### src/rtl/div16x8_if.sv
// Handshake and data bundle for the 16/8 unsigned divider.
interface div16x8_if;
  logic        st;
  logic [15:0] a;
  logic [7:0]  b;
  logic [15:0] quotient;
  logic [7:0]  remainder;
  logic        busy;
  logic        done;
  logic        div_zero;

  modport master (
    output st, a, b,
    input  quotient, remainder, busy, done, div_zero
  );

  modport slave (
    input  st, a, b,
    output quotient, remainder, busy, done, div_zero
  );
endinterface

### src/rtl/div16x8.sv
// div16x8: sequential restoring divider, 16-bit dividend / 8-bit divisor,
// one quotient bit per cycle.
//
// state | meaning
// ------+---------------------------------------------------------------
// IDLE  | waiting for st; results and div_zero held
// CALC  | one restoring step per cycle, 16 cycles, busy high
// DONE  | results already latched; done pulses on the edge leaving DONE
//
// done is a registered flag set by the DONE->IDLE transition, so it is seen
// one cycle after the state enters DONE (edge N+17 for a real divide, N+1
// for divide-by-zero, where edge N accepts st).
module div16x8 #(
  parameter logic [15:0] DZ_QUOT = 16'hFFFF
) (
  input  logic clk,
  input  logic rst,
  div16x8_if.slave bus
);

  typedef enum logic [1:0] {
    IDLE = 2'd0,
    CALC = 2'd1,
    DONE = 2'd2
  } state_t;

  state_t      state_q;
  logic [4:0]  cnt_q;
  logic [15:0] dvd_q;   // dividend bits shift out at the top, quotient bits in at the bottom
  logic [7:0]  dvs_q;
  logic [8:0]  prem_q;
  logic [15:0] quot_q;
  logic [7:0]  rem_q;
  logic        done_q;
  logic        dz_q;

  logic [8:0]  shifted;
  logic        ge;
  logic [8:0]  prem_d;
  logic [15:0] dvd_d;

  // One restoring-division step computed from the current working registers.
  always_comb begin
    shifted = {prem_q[7:0], dvd_q[15]};
    ge      = (shifted >= {1'b0, dvs_q});
    prem_d  = ge ? (shifted - {1'b0, dvs_q}) : shifted;
    dvd_d   = {dvd_q[14:0], ge};
  end

  // Control FSM with all working and output registers; synchronous active-low reset.
  always_ff @(posedge clk) begin
    if (!rst) begin
      state_q <= IDLE;
      cnt_q   <= '0;
      dvd_q   <= '0;
      dvs_q   <= '0;
      prem_q  <= '0;
      quot_q  <= '0;
      rem_q   <= '0;
      done_q  <= 1'b0;
      dz_q    <= 1'b0;
    end else begin
      done_q <= 1'b0;
      case (state_q)
        IDLE: begin
          if (bus.st) begin
            dvd_q  <= bus.a;
            dvs_q  <= bus.b;
            prem_q <= '0;
            cnt_q  <= 5'd16;
            if (bus.b == 8'd0) begin
              quot_q  <= DZ_QUOT;
              rem_q   <= 8'hFF;
              dz_q    <= 1'b1;
              state_q <= DONE;
            end else begin
              dz_q    <= 1'b0;
              state_q <= CALC;
            end
          end
        end
        CALC: begin
          dvd_q  <= dvd_d;
          prem_q <= prem_d;
          cnt_q  <= cnt_q - 5'd1;
          if (cnt_q == 5'd1) begin
            quot_q  <= dvd_d;
            rem_q   <= prem_d[7:0];
            state_q <= DONE;
          end
        end
        DONE: begin
          done_q  <= 1'b1;
          state_q <= IDLE;
        end
        default: state_q <= IDLE;
      endcase
    end
  end

  assign bus.quotient  = quot_q;
  assign bus.remainder = rem_q;
  assign bus.busy      = (state_q == CALC);
  assign bus.done      = done_q;
  assign bus.div_zero  = dz_q;

endmodule

### src/flat_wrapper.sv
// flat-port wrapper written by rule: the top's interface ports become plain ports
module div16x8_flat 
#(
  parameter logic [15:0] DZ_QUOT = 16'hFFFF
)
  (clk, rst, bus_st, bus_a, bus_b, bus_quotient, bus_remainder, bus_busy, bus_done, bus_div_zero);
  div16x8_if bus_i ();
  input  logic clk;
  input  logic rst;
  input wire logic [$bits(bus_i.st)-1:0] bus_st;
  input wire logic [$bits(bus_i.a)-1:0] bus_a;
  input wire logic [$bits(bus_i.b)-1:0] bus_b;
  output wire logic [$bits(bus_i.quotient)-1:0] bus_quotient;
  output wire logic [$bits(bus_i.remainder)-1:0] bus_remainder;
  output wire logic [$bits(bus_i.busy)-1:0] bus_busy;
  output wire logic [$bits(bus_i.done)-1:0] bus_done;
  output wire logic [$bits(bus_i.div_zero)-1:0] bus_div_zero;
  assign bus_i.st = bus_st;
  assign bus_i.a = bus_a;
  assign bus_i.b = bus_b;
  assign bus_quotient = bus_i.quotient;
  assign bus_remainder = bus_i.remainder;
  assign bus_busy = bus_i.busy;
  assign bus_done = bus_i.done;
  assign bus_div_zero = bus_i.div_zero;
  div16x8 #(.DZ_QUOT(DZ_QUOT)) u_core (.clk(clk), .rst(rst), .bus(bus_i));
endmodule
### config.mk
export PLATFORM = sky130hd
export DESIGN_NAME = div16x8_flat
export DESIGN_NICKNAME = d
export VERILOG_FILES = /design/src/rtl/div16x8_if.sv /design/src/rtl/div16x8.sv /design/src/flat_wrapper.sv
export SDC_FILE = /design/constraint.sdc
export NUM_CORES = 1
export LEC_CHECK = 0
export ABC_CLOCK_PERIOD_IN_PS = 2400
export BUFFER_PORTS_ARGS = -buffer_cell sky130_fd_sc_hd__buf_2
export CORE_MARGIN = 10
export CORE_UTILIZATION = 35
export CTS_CLUSTER_SIZE = 25
export DETAILED_ROUTE_END_ITERATION = 10
export PLACE_DENSITY = 0.65
export SLEW_MARGIN = 20
export SYNTH_ARGS = -nofsm -noshare
export SYNTH_HDL_FRONTEND = slang
export SYNTH_SLANG_ARGS = --single-unit
### constraint.sdc
create_clock -name clk -period 2.4 [get_ports clk]
set_input_delay 0.24 -clock clk [delete_from_list [all_inputs] [get_ports clk]]
set_output_delay 0.24 -clock clk [all_outputs]
set_load 0.02 [all_outputs]
==> results of run 1 <==
## synth_stat cells, types with 3 or more instances
| master | instances |
|---|---|
| clkbuf_1 | 19 |
| xor2_1 | 4 |
| ha_1 | 10 |
| nor2_1 | 24 |
| o21ai_0 | 19 |
| nand2_1 | 83 |
| inv_1 | 13 |
| o22ai_1 | 3 |
| and2_1 | 6 |
| dfxtp_1 | 65 |
| o211a_1 | 31 |
| a21boi_0 | 10 |
| nand3_1 | 20 |
| mux2i_1 | 5 |
| buf_2 | 4 |
| a31oi_1 | 5 |
| a21oi_1 | 14 |
## layout make-up
class                   count  area share [%]
flip-flops and latches     65            35.4
clock buffers               9            3.37
multi-input cells         268            44.5
clock inverters             7            2.72
inverters                  13            1.33
repair buffers             62            9.04
well taps                 108            3.67
## power by group through the flow
stage               sequential, uW  clock (uW)  combinational [uW]
floorplan                     1260           0                 584
global placement              1250           0                 783
detailed placement            1250           0                 794
CTS                           1230        1080                 801
global route                  1240        1120                 897
finish                        1230        1060                 805
## metrics by stage
step,power [uW],hold slack [ns],area [sq um]
floorplan,1840,0.385,3100
global placement,2030,0.455,3460
detailed placement,2050,0.459,3460
CTS,3110,0.144,3680
global route,3260,0.160,3680
finish,3090,0.155,3680
## how the worst min path moves through the flow
stage                     slack [ns]  cells after the start                         start                            to
final                           0.16                      3                      bus_b[2]  u_core.dvs_q[2]$_SDFFE_PN0P_
after global routing            0.16                      3                      bus_b[2]  u_core.dvs_q[2]$_SDFFE_PN0P_
after CTS                       0.14                      3                      bus_b[3]  u_core.dvs_q[3]$_SDFFE_PN0P_
after detailed placement        0.46                      2  u_core.dvs_q[5]$_SDFFE_PN0P_  u_core.dvs_q[5]$_SDFFE_PN0P_
after global placement          0.46                      2  u_core.dvs_q[6]$_SDFFE_PN0P_  u_core.dvs_q[6]$_SDFFE_PN0P_
after floorplan                 0.38                      2                      bus_b[1]  u_core.dvs_q[1]$_SDFFE_PN0P_
## critical path, cell delays in order (launching register included)
cell,delay (ns)
dfxtp_1,0.31
inv_1,0.08
ha_1,0.21
inv_1,0.07
fa_1,0.41
a211oi_1,0.25
o21bai_1,0.12
a21oi_1,0.18
xnor2_1,0.09
mux2i_1,0.21
a21oi_1,0.10
## sequential cells by signal (all words and copies together), names as in the netlist
signal,count
u_core.cnt_q,5
u_core.bus.done,1
u_core.state_q,2
u_core.bus.div_zero,1
u_core.prem_q,8
u_core.dvd_q,16
u_core.dvs_q,8
u_core.bus.remainder,8
u_core.bus.quotient,16
## cells by family (layout without fill, tap and decap cells)
| kind of cell | after synthesis | count (layout) | share of synthesized area [%] |
|---|---|---|---|
| muxes | 6 | 6 | 1.98 |
| xor gates and xnor gates | 6 | 6 | 1.70 |
| and+or+nand+nor | 150 | 150 | 21.5 |
| DFF | 65 | 65 | 42.0 |
| buffers and inverters | 39 | 91 | 5.13 |
| adders and majority gates | 11 | 11 | 4.69 |
| AOI/OAI and AO/OA | 95 | 95 | 23.0 |
## metal layers
metal	share of wire, %	up-vias	GRT usage [%]
met4	1.5	0	4.59
met1	47	1273	14.5
met2	46	66	18.1
li1	-	1378	-
met5	0	-	0
met3	6.3	11	4.04
==> out/results.ini, run 1 <==
[finish]
instances_no_fill = 532
finalNetCount = 457
mostFrequentLayoutCells = nand2_1, dfxtp_1, buf_2, o211a_1, nor2_1
post-route-util_pct = 42.4
n_antenna_cell = 0
drive_gt1_share_pct = 20.0
n_fill_cell = 912
mostFrequentLayoutCell = nand2_1
syn_to_final_growth_pct = 18.9
regArea_sq_um = 1300
multi_input_area_sq_um = 1640

[synthesis]
avgSynthCellArea_sq_um = 8.32
ys_seq_elements = 65
synth_edf_count = 0
async_flop_share_pct = 0
yosys_warnings = 0
synth_cell_types = 43
synthFlopType = dfxtp_1
mappedNetlistArea_sq_um = 3100
syn_nets = 410
syn-instance-count = 372
synth-seq-area-share_pct = 42.0
yosysTopAreaCell = dfxtp_1
ys_top_cells_by_area = dfxtp_1, nand2_1, o211a_1, ha_1, nand3_1
yosys.area.top_type_share_pct = 42.0

[pwr]
seq_power_share_pct = 39.8
cell_internal_pwr_uw = 2100
clkPwrFrac_pct = 34.2
p_per_area_nw_per_um2 = 841
power.switching_uw = 996
comb_power_share_pct = 26.0
power_leakage_uw = 0.00189
swShare_pct = 32.2
vdd_ir_drop_max_mv = 0.315

[placed_design]
numPortBuffers = 53
dp.cells = 516
gp_congestion = 0.842
dp_slack_ns = 0.290
dp_hpwl_microns = 5530

[timing]
fmax_ghz = 0.464
fin_skew_ns = 0.0105
fin_crit_sh_pct = 89.9
drv_slew = 0
fin_tns_setup_ns = 0
slew_headroom_pct = 62.3
finalSetupViolCount = 0
setup_ws_ns = 0.243
tightest_slew_ns = 0.558
hold_viol_final = 0
fin_crit_ns = 2.16
grt_setup_unrepaired = no

[die]
io_pins = 54
fp.dieH_microns = 114
std_cell_rows = 34
core_sq_um = 8680
dieArea_sq_um = 13000
start_util_pct = 35.7
die_w_microns = 114

[route]
dr_total_vias = 2728
routed_wl_microns = 7630
drc_errors = 0
drt_iter0_drc = 188
drtPass1Iterations = 4
wl_per_cell_microns = 14.3
via_per_inst = 5.13
drtAntennaViolNets = 0

[global_routing]
grt_pass1_vias = 2599
grt_pass1_wl_microns = 12600
grt_antenna_before_repair = 0
track_usage_pct = 11.7
grt_overflow = 0
grt_start_max_net_pins = 50

[clock_tree]
cts_resized = 0
cts_tree = done
cts-hold-fix-buffers = 0
post_cts_buffers = 0
htree_levels = 3
clock_sinks = 65
cts.clk_slew.worst_paths_ns = 0.08
cts_buffer_depth = 2
clock_latency_ns = 0.35
cts_buffers = 9
cts-root-buf = clkbuf_8

[run_status]
status = finished clean

[min_path]
hp-class = in2reg

[setup_path]
crit_fanout = 3
worstSetupEndpoint = u_core.bus.remainder[6]$_SDFFE_PN0P_
startpoint_type = register
r2r_setup_slack_ns = 0.24
ff2ff_path_depth = 10
endpoint_kind = register
rr_startpoint = u_core.dvd_q[15]$_SDFFE_PN0P_
worstPathArrival_ns = 2.37
crit_path_start = u_core.dvd_q[15]$_SDFFE_PN0P_
reg2reg_to = u_core.bus.remainder[6]$_SDFFE_PN0P_
worstPathRequired_ns = 2.62
path_class = reg2reg

[run]
drv_cap = 0

Power figures use the tool's default switching activity.
==> inputs of run 2 (changes only) <==
==> constraint.sdc (replaced) <==
create_clock -name clk -period 2.4 [get_ports clk]
set_input_delay 0.36 -clock clk [delete_from_list [all_inputs] [get_ports clk]]
set_output_delay 0.36 -clock clk [all_outputs]
set_load 0.02 [all_outputs]
==> run 2 against run 1 <==
Flip-flop and latch count stayed put. Register-to-register slack better by 0.07 ns. Worst setup slack better by 0.068 ns. Sequential power hardly changed. Worst hold slack better by 0.12 ns. Power is 4.4% lower. Final area is 0.82% lower. First-iteration DRC count is 31% lower. Combinational power is 0.5% lower. Routed wire length is 1.6% lower. Sequential share of layout area is 0.29 points higher.
==> out/results.ini, run 2 (synthesized netlist as in run 1, its figures left out) <==
[clock_tree]
htree_levels = 3  ; unchanged
cts_buffers = 9  ; unchanged
post_cts_buffers = 0  ; unchanged
cts-hold-fix-buffers = 0  ; unchanged
cts-root-buf = clkbuf_8  ; unchanged
cts_buffer_depth = 2  ; unchanged
clock_latency_ns = 0.35  ; about the same
clock_sinks = 65  ; unchanged
cts.clk_slew.worst_paths_ns = 0.07  ; was 0.08 ns
cts_tree = done  ; unchanged
cts_resized = 0  ; unchanged

[finish]
post-route-util_pct = 42.1  ; was 42.4%
n_antenna_cell = 0  ; unchanged
mostFrequentLayoutCell = nand2_1  ; unchanged
multi_input_area_sq_um = 1640  ; unchanged
instances_no_fill = 532  ; unchanged
syn_to_final_growth_pct = 17.9  ; was 18.9%
drive_gt1_share_pct = 20.0  ; unchanged
regArea_sq_um = 1300  ; unchanged
mostFrequentLayoutCells = nand2_1, dfxtp_1, buf_2, o211a_1, nor2_1  ; unchanged
n_fill_cell = 906  ; was 912
finalNetCount = 457  ; unchanged

[setup_path]
startpoint_type = register  ; unchanged
ff2ff_path_depth = 9  ; was 10
path_class = reg2reg  ; unchanged
worstPathArrival_ns = 2.29  ; was 2.37 ns
endpoint_kind = register  ; unchanged
worstPathRequired_ns = 2.60  ; was 2.62 ns
crit_fanout = 11  ; was 3

[die]
start_util_pct = 35.7  ; unchanged
std_cell_rows = 34  ; unchanged
core_sq_um = 8680  ; unchanged
io_pins = 54  ; unchanged
die_w_microns = 114  ; unchanged
dieArea_sq_um = 13000  ; unchanged
fp.dieH_microns = 114  ; unchanged

[global_routing]
grt_pass1_vias = 2660  ; was 2599
track_usage_pct = 11.6  ; was 11.7%
grt_start_max_net_pins = 43  ; was 50
grt_pass1_wl_microns = 12600  ; about the same
grt_overflow = 0  ; unchanged
grt_antenna_before_repair = 0  ; unchanged

[placed_design]
dp.cells = 516  ; unchanged
gp_congestion = 0.879  ; was 0.842
numPortBuffers = 53  ; unchanged
dp_hpwl_microns = 5340  ; was 5530 microns

[timing]
fin_crit_sh_pct = 87.0  ; was 89.9%
fmax_ghz = 0.479  ; was 0.464 GHz
fin_crit_ns = 2.09  ; was 2.16 ns
tightest_slew_ns = 0.676  ; was 0.558 ns
drv_slew = 0  ; unchanged
hold-worst-slack_ns = 0.278  ; was 0.155 ns
hold_viol_final = 0  ; unchanged
fin_tns_setup_ns = 0  ; unchanged
fin_skew_ns = 0.0159  ; was 0.0105 ns
slew_headroom_pct = 54.8  ; was 62.3%
grt_setup_unrepaired = no  ; unchanged
finalSetupViolCount = 0  ; unchanged

[min_path]
hold_path_depth = 3  ; unchanged
hp-class = in2reg  ; unchanged

[route]
drtPass1Iterations = 4  ; unchanged
dr_total_vias = 2736  ; was 2728
routed_wl_microns = 7510  ; was 7630 microns
drtAntennaViolNets = 0  ; unchanged
wl_per_cell_microns = 14.1  ; was 14.3 microns
via_per_inst = 5.14  ; was 5.13
drt_iter0_drc = 129  ; was 188
drc_errors = 0  ; unchanged

[run_status]
status = finished clean  ; unchanged

[run]
drv_cap = 0  ; unchanged

[pwr]
vdd_ir_drop_max_mv = 0.346  ; was 0.315 mV
p_per_area_nw_per_um2 = 810  ; was 841 nW/um^2
power_leakage_uw = 0.00187  ; was 0.00189 uW
p_total_uw = 2960  ; was 3090 uW

[run 2: report_power, final]
part	internal, uW	leakage (uW)	switching, uW
combinational	340	0.00124	462
sequential	1160	0.000531	64.8
clock	479	0.0000994	448
total	1980	0.00187	974
[run 2: cell type report]
| class | count | area share, % |
|---|---|---|
| timing repair buffer | 62 | 9.12 |
| clock buffer | 9 | 3.39 |
| inverter | 13 | 1.34 |
| clock inverter | 7 | 1.92 |
| tap | 108 | 3.70 |
| multi-input combinational | 268 | 44.9 |
| sequential | 65 | 35.6 |
[run 2: routing by layer]
metal	up-vias	GRT usage [%]	part of all wire [%]
li1	1382	-	-
met1	1276	13.9	47
met2	71	18.4	45
met3	7	5.40	7.4
met4	0	3.17	1.0
met5	-	0	0
[run 2: worst paths after layout]
| path | from | end | slack, ns |
|---|---|---|---|
| hold reg to reg | u_core.bus.div_zero$_SDFFE_PN0P_ | u_core.bus.div_zero$_SDFFE_PN0P_ | 0.46 |
| setup / recovery | u_core.dvs_q[2]$_SDFFE_PN0P_ | u_core.bus.remainder[4]$_SDFFE_PN0P_ | 0.31 |
| setup reg to reg | u_core.dvs_q[2]$_SDFFE_PN0P_ | u_core.bus.remainder[4]$_SDFFE_PN0P_ | 0.31 |
| hold / removal | bus_b[3] | u_core.dvs_q[3]$_SDFFE_PN0P_ | 0.28 |
[run 2: per-stage QoR]
| step | setup WS, ns | cell area, sq um |
|---|---|---|
| floorplan | 0.509 | 3100 |
| global placement | 0.338 | 3460 |
| detailed placement | 0.299 | 3460 |
| CTS | 0.317 | 3650 |
| global route | 0.116 | 3650 |
| finish | 0.311 | 3650 |
[run 2: critical path, cell delays in order, from the launching register on]
cell     delay [ns]
dfxtp_1        0.34
inv_1          0.05
ha_1           0.35
a21oi_1        0.15
nand2_1        0.10
a31oi_1        0.30
nand2_1        0.12
buf_4          0.21
mux2i_1        0.23
a21oi_1        0.10
